**src/rtl/wb_reg_pkg.sv**
```systemverilog
// wb_reg_pkg: shared FSM states and register-index offsets for wb_reg_slave
package wb_reg_pkg;
  typedef enum logic [1:0] {ST_IDLE, ST_WAIT, ST_TERM} state_t;
  localparam int INT_STATUS_OFS = 2;
  localparam int INT_ENABLE_OFS = 1;
endpackage

```
**src/rtl/wb_wait_ctr.sv**
```systemverilog
// wb_wait_ctr: loadable wait-state down-counter, saturating at zero
module wb_wait_ctr #(
  parameter int CW = 4
) (
  input  logic          clk,
  input  logic          rst,
  input  logic          ld,
  input  logic          en,
  input  logic [CW-1:0] d,
  output logic [CW-1:0] q
);
  always_ff @(posedge clk)
    q <= rst ? '0 : ld ? d : (en && q != '0) ? q - 1'b1 : q;
endmodule

```
**src/rtl/wb_reg_slave.sv**
```systemverilog
// wb_reg_slave: Wishbone register slave with scratch words, W1C interrupt status and enable
module wb_reg_slave
  import wb_reg_pkg::*;
#(
  parameter int DW    = 32,
  parameter int AW    = 5,
  parameter int NREGS = 8,
  parameter int WAIT  = 1
) (
  input  logic            wb_clk_i,
  input  logic            wb_rst_i,
  input  logic [AW-1:0]   wb_adr_i,
  input  logic [DW-1:0]   wb_dat_i,
  output logic [DW-1:0]   wb_dat_o,
  input  logic [DW/8-1:0] wb_sel_i,
  input  logic            wb_we_i,
  input  logic            wb_stb_i,
  input  logic            wb_cyc_i,
  output logic            wb_ack_o,
  output logic            wb_err_o,
  output logic            wb_int_o,
  input  logic [DW-1:0]   event_i
);
  localparam int IW = AW - 2;
  localparam int RW = $clog2(NREGS);
  localparam int SI = NREGS - INT_STATUS_OFS;
  localparam int EI = NREGS - INT_ENABLE_OFS;
  state_t state, state_nxt;
  logic [AW-1:0] adr_q;
  logic [DW-1:0] dat_q, mask;
  logic [DW/8-1:0] sel_q;
  logic we_q, err_q, req, ld, bad, term, wr;
  logic [IW-1:0] idx;
  logic [3:0] cnt;
  logic [DW-1:0] regs [NREGS];
  assign idx  = adr_q[AW-1:2];
  assign req  = wb_cyc_i & wb_stb_i;
  assign ld   = state == ST_IDLE && req;
  assign bad  = 32'(wb_adr_i[AW-1:2]) >= 32'(NREGS) || wb_adr_i[1:0] != 2'b00 || wb_sel_i == '0;
  assign term = state == ST_TERM && wb_cyc_i;
  assign wb_ack_o = term & ~err_q;
  assign wb_err_o = term & err_q;
  assign wr = wb_ack_o & we_q;
  assign wb_dat_o = (wb_ack_o && !we_q) ? regs[idx[RW-1:0]] : '0;
  for (genvar b = 0; b < DW/8; b++) assign mask[8*b +: 8] = {8{sel_q[b]}};
  wb_wait_ctr #(.CW(4)) u_ctr (
    .clk(wb_clk_i),
    .rst(wb_rst_i),
    .ld (ld),
    .en (state == ST_WAIT),
    .d  (4'(WAIT)),
    .q  (cnt)
  );
  always_comb begin
    state_nxt = state == ST_IDLE ? (req ? (WAIT == 0 ? ST_TERM : ST_WAIT) : ST_IDLE)
              : state == ST_WAIT ? (!wb_cyc_i ? ST_IDLE : cnt == 4'd1 ? ST_TERM : ST_WAIT)
              : ST_IDLE;
  end
  always_ff @(posedge wb_clk_i) begin
    if (wb_rst_i) begin
      state <= ST_IDLE;
      adr_q <= '0;
      dat_q <= '0;
      sel_q <= '0;
      we_q  <= 1'b0;
      err_q <= 1'b0;
    end else begin
      state <= state_nxt;
      if (ld) begin
        adr_q <= wb_adr_i;
        dat_q <= wb_dat_i;
        sel_q <= wb_sel_i;
        we_q  <= wb_we_i;
        err_q <= bad;
      end
    end
  end
  // event pulses are ORed in after the W1C clear so a coincident set wins
  always_ff @(posedge wb_clk_i) begin
    if (wb_rst_i) begin
      for (int i = 0; i < NREGS; i++) regs[i] <= '0;
      wb_int_o <= 1'b0;
    end else begin
      for (int i = 0; i < NREGS; i++)
        if (i == SI) regs[i] <= (regs[i] & ~((wr && idx == IW'(SI)) ? dat_q & mask : '0)) | event_i;
        else if (wr && idx == IW'(i)) regs[i] <= (regs[i] & ~mask) | (dat_q & mask);
      wb_int_o <= |(regs[SI] & regs[EI]);
    end
  end
endmodule

```
**config.mk**
```make
export PLATFORM = sky130hd
export DESIGN_NAME = wb_reg_slave
export DESIGN_NICKNAME = d
export VERILOG_FILES = /design/src/rtl/wb_reg_pkg.sv /design/src/rtl/wb_wait_ctr.sv /design/src/rtl/wb_reg_slave.sv
export SDC_FILE = /design/constraint.sdc
export NUM_CORES = 1
export LEC_CHECK = 0
export ABC_AREA = 1
export CAP_MARGIN = 40
export CORE_MARGIN = 2
export CORE_UTILIZATION = 47
export DETAILED_ROUTE_END_ITERATION = 16
export HOLD_SLACK_MARGIN = 0.06
export PLACE_DENSITY_LB_ADDON = 0.3
export SYNTH_ARGS = -nofsm -noshare
export SYNTH_HDL_FRONTEND = slang
export SYNTH_SLANG_ARGS = --single-unit
```
**constraint.sdc**
```tcl
create_clock -name wb_clk_i -period 2.6 [get_ports wb_clk_i]
set_input_delay 0.52 -clock wb_clk_i [delete_from_list [all_inputs] [get_ports wb_clk_i]]
set_output_delay 0.52 -clock wb_clk_i [all_outputs]
set_load 0.01 [all_outputs]
```
==> impl_metrics.toml <==
[route]
ant_nets = 0
dr.pass1.iters = 5
drcViolationCount = 0
wire_per_inst_um = 19.4
viasPerCell = 5.75
drt-total-wl_um = 45900
vias = 13600
first_iter_violations = 1918

[setup_path]
crit_family = "flip-flops"
startpoint_type = "flip-flop"
critPathSlowestCell = "dfxtp_4"
crit_fanout = 34
cp-end-kind = "output pin"
cp.buffers_inverters = 3
worstPathArrival_ns = 2.01
crit_chain = "inv_4, buf_12, o21ai_1, nand3_1, nand2_1, nor2_1, buf_2"
cp.required_ns = 2.08
worstSetupPathType = "reg -> out"
slowest_delay_ns = 0.47

[grt]
gr-usage-met2_pct = 41.4
grt_usage_pct = 26.9
grt_pass1_vias = 12600
grt.overflow.total = 0
busiest_layer = "met2"
met1_usage_pct = 38.9
use_met3_pct = 4.71
grt_pass1_wl_um = 70000
grt_max_degree = 65
antenna_found_initial = 0

[outcome]
run_status = "finished, final reports clean"

[pwr]
combPwrFrac_pct = 9.6
ir_drop_v = 0.000389
power_density_nw_per_um2 = 637
power.share.sequential_pct = 48.4
netSwitchingPower_uw = 2760
p_leak_uw = 0.00731
p_int_uw = 8810
pwr-share-clk_pct = 42.0
power.share.switching_pct = 23.9

[clocking]
numCtsBuffers = 34
tritoncts = "yes"
clk_path_buf_depth = 3
clk_pin_slew_worst_paths_ns = 0.06
cts.sinks = 307
htree_num_levels = 2
clk_latency_ns = 0.52
ctsHoldBuffers = 0
cts-root-buf = "clkbuf_16"

[final_layout]
area_growth_pct = 21.0
antenna_cells = 0
layout-drive-gt1-share_pct = 9.25
nNetsFinal = 2022
layout.cells.non_filler = 2370

[job]
maxCapViolCount = 0

[synthesis]
async_reset_ff_share_pct = 0
yosysWarnings = 0
yosysUniqueCellTypes = 25
yosys.area.top_type_share_pct = 44.8
yosysTopAreaCell = "edfxtp_1"
syn_inst = 1846
synthesis.area_um2 = 15000
synth.top_cells.by_count = "nor2_1, nand2_1, a21oi_1"
ys_ff_latch = 307
synth_fp_nets = 1926
synth-edff-count = 224
ys_seq_area_share_pct = 55.9
syn_avg_cell_area_um2 = 8.13
synth_ff_type = "edfxtp_1"
synth.most_common_cell = "nor2_1"
synth_area_leaders = "edfxtp_1, dfxtp_1, nor2_1"

[floorplanning]
start_util_pct = 47.7
die_w_um = 183
num_rows = 65
die_h_um = 183
top_level_ports = 113
core_um2 = 31500
die_area_um2 = 33400

[timing]
finClkSkew_ns = 0.0175
timing_hold_violations_final = 0
worst_hold_slack_ns = 0.467
fmax_ghz = 0.395
worstMarginPinSlew_ns = 0.637
fin_crit_sh_pct = 97.3
relSlewSlack_pct = 57.5
period_minus_slack_ns = 2.53
slew_violations = 0
setup_viol = 0
rsz0062_at_grt = "true"

[placement]
dp_cells = 2297
io_buffers = 112
place_congestion = 0.835
dpl.hpwl_um = 27900

[min_path]
hold_class = "reg -> reg"
-- state kept, by name (all words and copies together) (netlist names), named ones only --
name      cells
adr_q         3
regs        256
u_ctr.q       4
we_q          1
sel_q         4
wb_int_o      1
err_q         1
state         2
dat_q        32
-- path summary, 6_finish.rpt --
| kind | endpoint | slack, ns | start | cells past startpoint |
|---|---|---|---|---|
| max | wb_dat_o[22] | 0.07 | flip-flop | 7 |
| min | dat_q[16] | 0.47 | dat_q[16] | 2 |
| max reg2reg | regs[2][24] | 0.57 | we_q | 6 |
| min reg2reg | dat_q[16] | 0.47 | dat_q[16] | 2 |
-- worst reg2reg max path, delay by kind of cell, from the launching register on --
kind | cells | cell delay (ns)
buf+inv | 2 | 0.71
flops | 1 | 0.37
simple gates | 4 | 0.62
-- cells in the final DEF, fill, tap and decap left out, types with 4 or more instances in the layout --
master and instances:
a21oi_1 287, buf_12 22, buf_2 25, buf_4 42, clkbuf_1 12, clkbuf_16 41, clkbuf_8 9, clkdlybuf4s15_2 8
clkdlybuf4s50_1 78, dfxtp_1 77, dfxtp_2 4, edfxtp_1 224, inv_1 87, nand2_1 343, nand3_1 104, nand3_2 5
nand4_1 33, nor2_1 429, o21ai_0 91, o21ai_1 9, o22ai_1 4
-- final cells by class --
type,count,area [µm²]
Clock inverter,3,15.0
Multi-Input combinational cell,1324,5820
Clock buffer,59,1120
Sequential cell,307,8400
Inverter,89,337
Fill cell,2713,13300
Tap cell,402,503
Timing Repair Buffer,186,1970
-- power groups by stage --
stage / Sequential, µW / Combinational [µW] / Clock, µW
CTS: 5590 / 1070 / 4900
finish: 5600 / 1110 / 4860
detailed placement: 5700 / 1060 / 0
global placement: 5690 / 1060 / 0
global route: 5620 / 1210 / 5080
floorplan: 5650 / 637 / 0
-- cells by family after synthesis --
logic type	synth area share, %
xor+xnor	0.0584
compound gates	13.3
flops	55.9
buf+inv	5.56
simple gates	25.0
fa+ha+maj	0.167
-- routing by layer --
layer  part of all wire (%)  wire length, µm
met5                      0                0
met4                    2.7             1260
met3                     11             5050
met2                     44            20300
met1                     42            19300
-- repair_timing --
item / 4_1_cts / 5_1_grt
setup endpoints to repair: 33 / 24
gates cloned: 3 / 4
resized for setup: 129 / 20
pin swaps: 2 / 3
buffers inserted: 3 / 2
-- per-stage QoR --
| step | setup TNS (ns) | cell area, µm² | setup WS (ns) | util (%) | total power (µW) |
|---|---|---|---|---|---|
| finish | 0 | 18200 | 0.0703 | 57.7 | 11600 |
| global route | -0.00801 | 18200 | -0.00801 | 57.7 | 11900 |
| CTS | 0 | 18100 | 0.0233 | 57.4 | 11600 |
| detailed placement | -7.29 | 16900 | -0.313 | 53.7 | 6760 |
| global placement | -6.84 | 16900 | -0.300 | 53.7 | 6740 |
| floorplan | 0 | 15000 | 0.263 | - | 6290 |
Note: power is estimated with default switching activity, not from simulation.
